### config.mk
export PLATFORM = sky130hd
export DESIGN_NAME = td4_run_ctrl
export DESIGN_NICKNAME = d
export VERILOG_FILES = /design/src/rtl/td4_run_ctrl.sv
export SDC_FILE = /design/constraint.sdc
export NUM_CORES = 1
export LEC_CHECK = 0
export ABC_AREA = 1
export CAP_MARGIN = 5
export CORE_MARGIN = 1
export CORE_UTILIZATION = 34
export DETAILED_ROUTE_END_ITERATION = 6
export GPL_ROUTABILITY_DRIVEN = 0
export PLACE_DENSITY = 0.63
export SLEW_MARGIN = 20
export SYNTH_ARGS = -nofsm -noshare
export SYNTH_HDL_FRONTEND = slang
export SYNTH_SLANG_ARGS = --single-unit
### constraint.sdc
create_clock -name clk -period 3.63 [get_ports clk]
set_input_delay 0.726 -clock clk [delete_from_list [all_inputs] [get_ports clk]]
set_output_delay 0.726 -clock clk [all_outputs]
set_load 0.01 [all_outputs]
### src/rtl/td4_run_ctrl.sv
// ---------------------------------------------------------------------------
// td4_run_ctrl
//
// Run/load controller for a TD4-style 4-bit CPU. It loads a program into the
// CPU's program memory through a valid/ready word stream. It then releases
// the CPU from reset and gates its clock enable for free-running or
// single-step execution. With HALT_DETECT set, it halts automatically on a
// jump-to-self.
//
// Handshake (load stream): a word transfers on a rising clk edge where
// ld_valid=1 and ld_ready=1. The source must hold ld_opcode/ld_imm stable
// while ld_valid=1. ld_ready is registered and is 1 for the whole LOAD state.
//
// Parameters
//   HALT_DETECT : 1 enables self-loop halt detection in RUN
//   PROG_WORDS  : words per full load, 1..16
//
// Ports
//   clk, rst_n              : clock, asynchronous active-low reset
//   load_start              : pulse, begin loading at address 0
//   ld_valid/ld_opcode/ld_imm/ld_ready : load word stream
//   run_go, step_req, stop_req : control pulses
//   pc                      : CPU program counter (for halt detection)
//   cpu_en, cpu_rst_n       : CPU clock enable and active-low reset
//   mem_we/mem_addr/mem_opcode/mem_imm : program memory write port
//   loaded_cnt              : words written by the last load (0..16)
//   state                   : IDLE=0 LOAD=1 RUN=2 STEP=3 HALT=4 (debug/observe)
//
// All outputs are registered. Pulse priority within one cycle is
// load_start > stop_req > run_go > step_req.
// ---------------------------------------------------------------------------
module td4_run_ctrl #(
  parameter int HALT_DETECT = 1,
  parameter int PROG_WORDS  = 16
) (
  input  logic       clk,
  input  logic       rst_n,
  input  logic       load_start,
  input  logic       ld_valid,
  input  logic [3:0] ld_opcode,
  input  logic [3:0] ld_imm,
  output logic       ld_ready,
  input  logic       run_go,
  input  logic       step_req,
  input  logic       stop_req,
  input  logic [3:0] pc,
  output logic       cpu_en,
  output logic       cpu_rst_n,
  output logic       mem_we,
  output logic [3:0] mem_addr,
  output logic [3:0] mem_opcode,
  output logic [3:0] mem_imm,
  output logic [4:0] loaded_cnt,
  output logic [2:0] state
);

  typedef enum logic [2:0] {
    ST_IDLE = 3'd0,
    ST_LOAD = 3'd1,
    ST_RUN  = 3'd2,
    ST_STEP = 3'd3,
    ST_HALT = 3'd4
  } state_t;

  // loaded_cnt value at which the accepted word is the last one of a full load
  localparam logic [4:0] LAST_IDX = 5'(PROG_WORDS - 1);

  state_t     state_q;
  // pc samples from the two previous enabled RUN cycles; pc_hist_cnt says
  // how many of them are valid since RUN was entered (saturates at 2)
  logic [3:0] pc_h1;
  logic [3:0] pc_h2;
  logic [1:0] pc_hist_cnt;
  logic       self_loop;

  // A jump-to-self shows up as the same pc on three consecutive enabled
  // cycles, i.e. pc unchanged across two enabled cycles in a row.
  assign self_loop = (HALT_DETECT != 0) && (pc_hist_cnt == 2'd2) &&
                     (pc == pc_h1) && (pc_h1 == pc_h2);

  assign state = state_q;

  always_ff @(posedge clk or negedge rst_n) begin
    if (!rst_n) begin
      state_q     <= ST_IDLE;
      cpu_en      <= 1'b0;
      cpu_rst_n   <= 1'b0;
      ld_ready    <= 1'b0;
      mem_we      <= 1'b0;
      mem_addr    <= 4'd0;
      mem_opcode  <= 4'd0;
      mem_imm     <= 4'd0;
      loaded_cnt  <= 5'd0;
      pc_h1       <= 4'd0;
      pc_h2       <= 4'd0;
      pc_hist_cnt <= 2'd0;
    end else begin
      // write strobe is a single-cycle pulse after each accepted word
      mem_we <= 1'b0;

      if (load_start) begin
        // load_start wins from any state and restarts the load from scratch
        state_q    <= ST_LOAD;
        cpu_en     <= 1'b0;
        cpu_rst_n  <= 1'b0;
        ld_ready   <= 1'b1;
        loaded_cnt <= 5'd0;
      end else begin
        case (state_q)
          ST_IDLE: begin
            // stop_req outranks run_go/step_req, so it blocks both here
            if (!stop_req && loaded_cnt != 5'd0) begin
              if (run_go) begin
                state_q     <= ST_RUN;
                cpu_en      <= 1'b1;
                cpu_rst_n   <= 1'b1;
                pc_hist_cnt <= 2'd0;
              end else if (step_req) begin
                state_q   <= ST_STEP;
                cpu_en    <= 1'b1;
                cpu_rst_n <= 1'b1;
              end
            end
          end

          ST_LOAD: begin
            if (ld_valid && ld_ready) begin
              // loaded_cnt doubles as the write address during a load
              mem_we     <= 1'b1;
              mem_addr   <= loaded_cnt[3:0];
              mem_opcode <= ld_opcode;
              mem_imm    <= ld_imm;
              loaded_cnt <= loaded_cnt + 5'd1;
              if (loaded_cnt == LAST_IDX) begin
                ld_ready <= 1'b0;
                state_q  <= ST_IDLE;
              end
            end
            // a word handshaken in the same cycle is still written above
            if (stop_req) begin
              ld_ready <= 1'b0;
              state_q  <= ST_IDLE;
            end
          end

          ST_RUN: begin
            if (stop_req || self_loop) begin
              state_q <= ST_HALT;
              cpu_en  <= 1'b0;
            end else begin
              pc_h1 <= pc;
              pc_h2 <= pc_h1;
              if (pc_hist_cnt != 2'd2) begin
                pc_hist_cnt <= pc_hist_cnt + 2'd1;
              end
            end
          end

          ST_STEP: begin
            // exactly one enabled cycle, whatever else is requested
            state_q <= ST_HALT;
            cpu_en  <= 1'b0;
          end

          ST_HALT: begin
            if (!stop_req) begin
              if (run_go) begin
                state_q     <= ST_RUN;
                cpu_en      <= 1'b1;
                pc_hist_cnt <= 2'd0;
              end else if (step_req) begin
                state_q <= ST_STEP;
                cpu_en  <= 1'b1;
              end
            end
          end

          default: begin
            state_q   <= ST_IDLE;
            cpu_en    <= 1'b0;
            cpu_rst_n <= 1'b0;
            ld_ready  <= 1'b0;
          end
        endcase
      end
    end
  end

endmodule

==> parameters.txt <==
Parameter                              Value

Yosys
  Leading cell type by number of instances after synthesis    nand2_1
  Fraction of synthesis flops using an asynchronous set or reset pin    100%
  Post-Syn Instances    215
  Number of distinct library cells after synthesis    32
  Mean area per synthesized cell    8.53 sq um
  Most area-consuming cells after synthesis    dfrtp_1 (46%), nand2_1 (15%), inv_1 (3.9%)
  Area fraction of the dominant cell type after synthesis    46.4%
  Register bit total from synthesis    34
  Primary flip-flop cell chosen by synthesis mapping    dfrtp_1
  Yosys warnings    0
  Count of flip-flops with a built-in enable after synthesis    0
  Post-synthesis cell type with the largest combined area    dfrtp_1
  Syn nets    238
  Syn Std Cell Area    1830 sq um
  Sequential share of the synthesized area    46.4%
  Leading post-synthesis cells by instance count    nand2_1 (72), dfrtp_1 (34), inv_1 (19)

Critical path
  Cell family contributing the most delay on the critical path    buffers and inverters
  Data arrival time of the worst path    1.35 ns
  Startpoint of the worst register-to-register path    state[2]$_DFFE_PN0P_
  WP buf/inv    1
  Element type at the critical path start    flip-flop
  Max stage delay cell, worst path    clkdlybuf4s50_1
  Cell breakdown of the critical path    clkdlybuf4s50_1
  Critical path peak fanout    5
  Critical path type    flip-flop to output pin
  Register-to-register setup slack    1.96 ns
  Type of element capturing the critical path    output pin
  Required time at the worst-slack endpoint    2.90 ns
  Depth of the most critical reg-to-reg path    8
  Largest stage delay, worst path    0.60 ns
  Endpoint of the worst-slack reg-to-reg timing path    loaded_cnt[0]$_DFFE_PN0P_

Power and ir drop
  Share of power burned in the clock network    17.3%
  Switching power summed over all nets    0.000599 W
  Pleak    1.11 nW
  Worst voltage drop across the vdd grid    0.350 mV
  Internal power    0.000965 W
  Switching Share    38.3%
  Share of power burned in combinational logic    43.5%
  Sequential share of power    39.2%
  PD cells    656 nW/um^2

STA
  Min cycle time layout    2.08 ns
  Number of pins exceeding their max-slew limit in the final report    0
  Endpoints failing setup    0
  Highest attainable clock frequency    0.481 GHz
  Worst setup slack after layout    1.55 ns
  Setup repair after global routing missed its margin    false
  Transition time at the pin with the least slew margin    0.438 ns
  Tcrit/Tclk final    57.3%
  Relative slew margins    70.8%
  Final-layout setup total negative slack    0 ns
  Hold violation total from the final report    0
  Clock tree skew after final layout    0.00579 ns

Clock network
  Count of H-tree levels built during CTS    2
  Number of buffers inserted by post-CTS setup repair    0
  Clock buffer count from CTS    5
  CTS tree    done
  Number of cells upsized or downsized after cts    0
  Clock sink count    34
  CTS clock-pin slew for the worst setup and hold paths    0.07 ns
  Clk_lat worst skew    0.28 ns
  Number of buffers added to fix hold violations after cts    0
  Library cell used as clock root buffer    clkbuf_8
  CTS Buffer Depth    2

Flow run
  Number of max-capacitance violations reported    0

Hold path
  Launch instance of the worst min-delay path    mem_imm[3]$_DFFE_PN0P_
  Min-Delay Path Class    flip-flop to flip-flop
  Hold-critical path endpoint    mem_imm[3]$_DFFE_PN0P_
  Hold path cells    2

Die
  Total Die Area    5690 sq um
  Die boundary width    75.5 um
  Core area    5140 sq um
  I/O pin total    43
  Cell Rows    26
  Initial Util    35.7%
  Die height    75.5 um

Final layout
  Relative area change from synthesis to final layout    29.9%
  Post-layout nets    284
  Layout cell share with drive strength beyond 1    17.3%
  Fillers    534
  Total inserted antenna cells    0

Route
  Remaining number of nets flagged by the antenna check after routing    0
  Vias post-DR    1487
  Total wire length    3860 um
  Count of TritonRoute iterations in the first routing pass    4
  Number of DRC violations after detailed-routing iteration 0    55
  Vias per cell    4.51
  DR WL/cell    11.7 um
  Number of design rule violations left after detail routing    0

Placed design
  DP HPWL    2840 um
  I/O Buffers    42
  Worst slack, placed    1.28 ns

Outcome
  Result of the run    finished, final reports clean

Global routing
  Initial antenna violation count    0
  Total global routing overflow    0
  Combined global-route utilization of all metal layers    15.8%
  Global-route wire length before repair    6510 um
  Via count of the first global-routing pass    1476
  Pin count of the biggest net entering global routing    35
## per-stage QoR
stage | utilization, % | total power, W | cell area (sq um) | hold slack (ns) | cells
after floorplan | - | 0.00104 | 1830 | 0.430 | 215
after global placement | 44.7 | 0.00130 | 2300 | 0.453 | 324
after detailed placement | 44.7 | 0.00130 | 2300 | 0.457 | 324
after CTS | 46.3 | 0.00159 | 2380 | 0.474 | 330
after global routing | 46.3 | 0.00171 | 2380 | 0.503 | 330
final | 46.3 | 0.00156 | 2380 | 0.472 | 330
## worst max-delay path by stage
| stage | startpoint | end | slack [ns] | depth (start not counted) |
|---|---|---|---|---|
| floorplan | loaded_cnt[0]$_DFFE_PN0P_ | state[1]$_DFFE_PN0P_ | 2.09 | 10 |
| global placement | ld_valid | loaded_cnt[0]$_DFFE_PN0P_ | 1.26 | 8 |
| detailed placement | ld_valid | loaded_cnt[0]$_DFFE_PN0P_ | 1.28 | 8 |
| CTS | state[0]$_DFFE_PN0P_ | state[0] | 1.52 | 1 |
| global route | ld_valid | loaded_cnt[0]$_DFFE_PN0P_ | 1.45 | 8 |
| finish | state[0]$_DFFE_PN0P_ | state[0] | 1.55 | 1 |
## logic make-up (layout without fill, tap and decap cells)
kind of cell / after synthesis / in the layout / synth area share, %
fa+ha+maj: 4 / 4 / 2.73
buf+inv: 32 / 77 / 8.46
compound gates: 28 / 28 / 11.4
flops: 34 / 34 / 46.4
xor+xnor: 2 / 2 / 0.955
simple gates: 115 / 115 / 30.1
## cell type report
class                           instances  area [sq um]  area share, %
Clock buffer                            6          82.6           3.47
Tap cell                               70          87.6           3.68
Timing Repair Buffer                   43           428           18.0
Multi-Input combinational cell        149           828           34.8
Inverter                               28           105           4.41
Sequential cell                        34           851           35.7
## cell usage in the layout, fill, tap and decap left out, drive strengths merged, types with 2 or more instances in the layout
cell type / instances
a21oi: 5
clkbuf: 6
clkdlybuf4s50: 42
dfrtp: 34
ha: 4
inv: 28
nand2: 76
nand3: 11
nand4: 5
nor2: 19
nor3: 3
o21ai: 18
o22ai: 2
## per-layer routing
metal,routed length (um),vias to the layer above,track usage (%)
li1,-,775,-
met1,1770,665,19.1
met2,1770,43,25.1
met3,277,4,7.01
met4,40,0,5.56
met5,0,-,0
## state kept, by name, indices dropped and copies added, names as in the netlist, 2 cells and up
name         cells
loaded_cnt       5
mem_addr         4
mem_imm          4
mem_opcode       4
pc_h1            4
pc_h2            4
pc_hist_cnt      2
state            3
## worst min-delay path, stage by stage (launching register included)
cell     delay, ns
dfrtp_1       0.34
nand2_1       0.05
nand2_1       0.05
## power groups by stage
stage	sequential [W]	combinational, W	clock, W
floorplan	0.000637	0.000404	0
global placement	0.000620	0.000681	0
detailed placement	0.000618	0.000687	0
CTS	0.000616	0.000689	0.000283
global route	0.000635	0.000768	0.000306
finish	0.000613	0.000680	0.000271
Power figures use the tool's default switching activity.
==> edit, RTL diff (same flow settings) <==
Set the parameter `PROG_WORDS` to 8 (it was 16). Comments in the files are not updated.
--- a/src/rtl/td4_run_ctrl.sv
+++ b/src/rtl/td4_run_ctrl.sv
@@ -33,3 +33,3 @@
   parameter int HALT_DETECT = 1,
-  parameter int PROG_WORDS  = 16
+  parameter int PROG_WORDS  = 8
 ) (
Behaviour: not the same (Yosys sat finds a counterexample within 10 cycles, from zero or initial values and one cycle with rst_n low).
==> edit against the original RTL <==
  * Sequential power is essentially flat
  * Final cell count is 0.30% higher
  * Sequential cell count unchanged
  * Final area down 3.6%
  * Maximum frequency about the same
  * Largest power group unchanged
  * Clock skew grew 0.0021 ns
  * Wire length shrank 4.3%
  * Setup slack worse by 0.0011 ns
  * Total power is 0.20% lower
  * Hold slack better by 0.0055 ns
  * Clock power up 7.7%
  * Area after synthesis down 5.5%
==> edit: results (changes against the original RTL) <==
worst_hold_slack_ns: 0.478  # was 0.472 ns
synth_fp_nets: 239  # was 238
ctsRootBufferMaster: "clkbuf_8"  # unchanged
layout-drive-gt1-share: 0.110  # was 0.173
viasPerCell: 4.54  # was 4.51
wl_met2_mm: 1.70  # was 1.77 mm
drt_iter0_markers: 107  # was 55
ff2ff_path_depth: 10  # was 8
fillers: 503  # was 534
routed_wirelength_mm: 3.69  # was 3.86 mm
critPathTopFamily: "simple AND/OR/NAND/NOR gates"  # was buffers and inverters
relSlewSlack: 0.619  # was 0.708
met1_length_mm: 1.69  # was 1.77 mm
yosys-top-cells-count: "nand2_1 (79), dfrtp_1 (34), inv_1 (21)"  # was nand2_1 (72), dfrtp_1 (34), inv_1 (19)
ys_seq_area_frac: 0.491  # was 0.464
hold_path_end: "mem_imm[0]"  # was mem_imm[3]
worst_path_largest_cell_delay_ns: 0.48  # was 0.60 ns
status: "completed"  # unchanged
met3_length_um: 209  # was 277 µm
yosys-top-cells-area: "dfrtp_1 (49%), nand2_1 (17%), inv_1 (4.5%), o21ai_0 (3.2%), nor2_1 (3.0%)"  # was dfrtp_1 (46%), nand2_1 (15%), inv_1 (3.9%), o21ai_2 (2.9%), ha_1 (2.7%)
track_usage: 0.155  # was 0.158
p_leak_nw: 1.10  # was 1.11 nW
fin_skew_ns: 0.00786  # was 0.00579 ns
rrSetupSlack_ns: 1.94  # was 1.96 ns
regToRegEndpoint: "pc_h2[2]"  # was loaded_cnt[0]
min_from: "mem_imm[0]"  # was mem_imm[3]
nNetsFinal: 285  # was 284
synth.distinct_cells: 29  # was 32
post-dp-hpwl_mm: 2.65  # was 2.84 mm
[edit: cell count changes in the layout (fill, tap and decap cells not counted), sizes merged, moves of 2 or more]
cell	change
nand4	-2
o21ai	+2
nand3	+2
nand2	+4
[edit: logic make-up (layout without fill, tap and decap cells)]
logic type / after synthesis / after routing / synth area share
flip-flops: 34 / 34 / 0.491
AO/OA/AOI/OAI: 28 / 28 / 0.0982
adder cells (fa/ha/maj): 3 / 3 / 0.0217
buffers and inverters: 31 / 78 / 0.0809
XOR/XNOR: 3 / 3 / 0.0152
AND/OR/NAND/NOR: 118 / 118 / 0.293
[edit: worst min-delay path: cells and delay by family, from the launching register on]
family	cells	cell delay, ns
and+or+nand+nor	2	0.10
DFF	1	0.34
[edit: through the flow]
| step | util | cell area [µm²] | setup WS, ns | instances |
|---|---|---|---|---|
| floorplan | - | 1730 | 2.09 | 217 |
| global placement | 0.458 | 2210 | 1.30 | 323 |
| detailed placement | 0.458 | 2210 | 1.24 | 323 |
| CTS | 0.477 | 2300 | 1.55 | 331 |
| global route | 0.477 | 2300 | 1.38 | 331 |
| finish | 0.477 | 2300 | 1.55 | 331 |
[edit: routing by layer]
layer	GRT usage	vias to the layer above
met4	0.0769	0
met1	0.195	681
met2	0.236	41
met3	0.0562	8
met5	0	-
li1	-	772
[edit: worst max-delay path by stage]
stage               startpoint       end  slack [ns]  cells past startpoint
detailed placement       pc[2]  pc_h2[2]        1.24                     10
finish                   pc[2]  pc_h2[2]        1.55                     10
global placement         pc[2]  pc_h1[2]        1.30                     10
floorplan                pc[1]  pc_h1[2]        2.09                     11
CTS                      pc[2]  pc_h2[2]        1.55                     10
global route             pc[1]    cpu_en        1.38                     12
[edit: final cells by class]
class	instances	area share
Sequential cell	34	0.370
Tap cell	67	0.0365
Timing Repair Buffer	43	0.186
Clock buffer	7	0.0376
Multi-Input combinational cell	152	0.323
Clock inverter	1	0.00218
Inverter	27	0.0441
[edit: power by group]
| group | switching, mW | leakage, nW | total (mW) | internal, mW |
|---|---|---|---|---|
| clock network | 0.139 | 0.0482 | 0.292 | 0.153 |
| logic | 0.347 | 0.609 | 0.656 | 0.309 |
| registers | 0.106 | 0.444 | 0.612 | 0.506 |
| total | 0.593 | 1.10 | 1.56 | 0.968 |
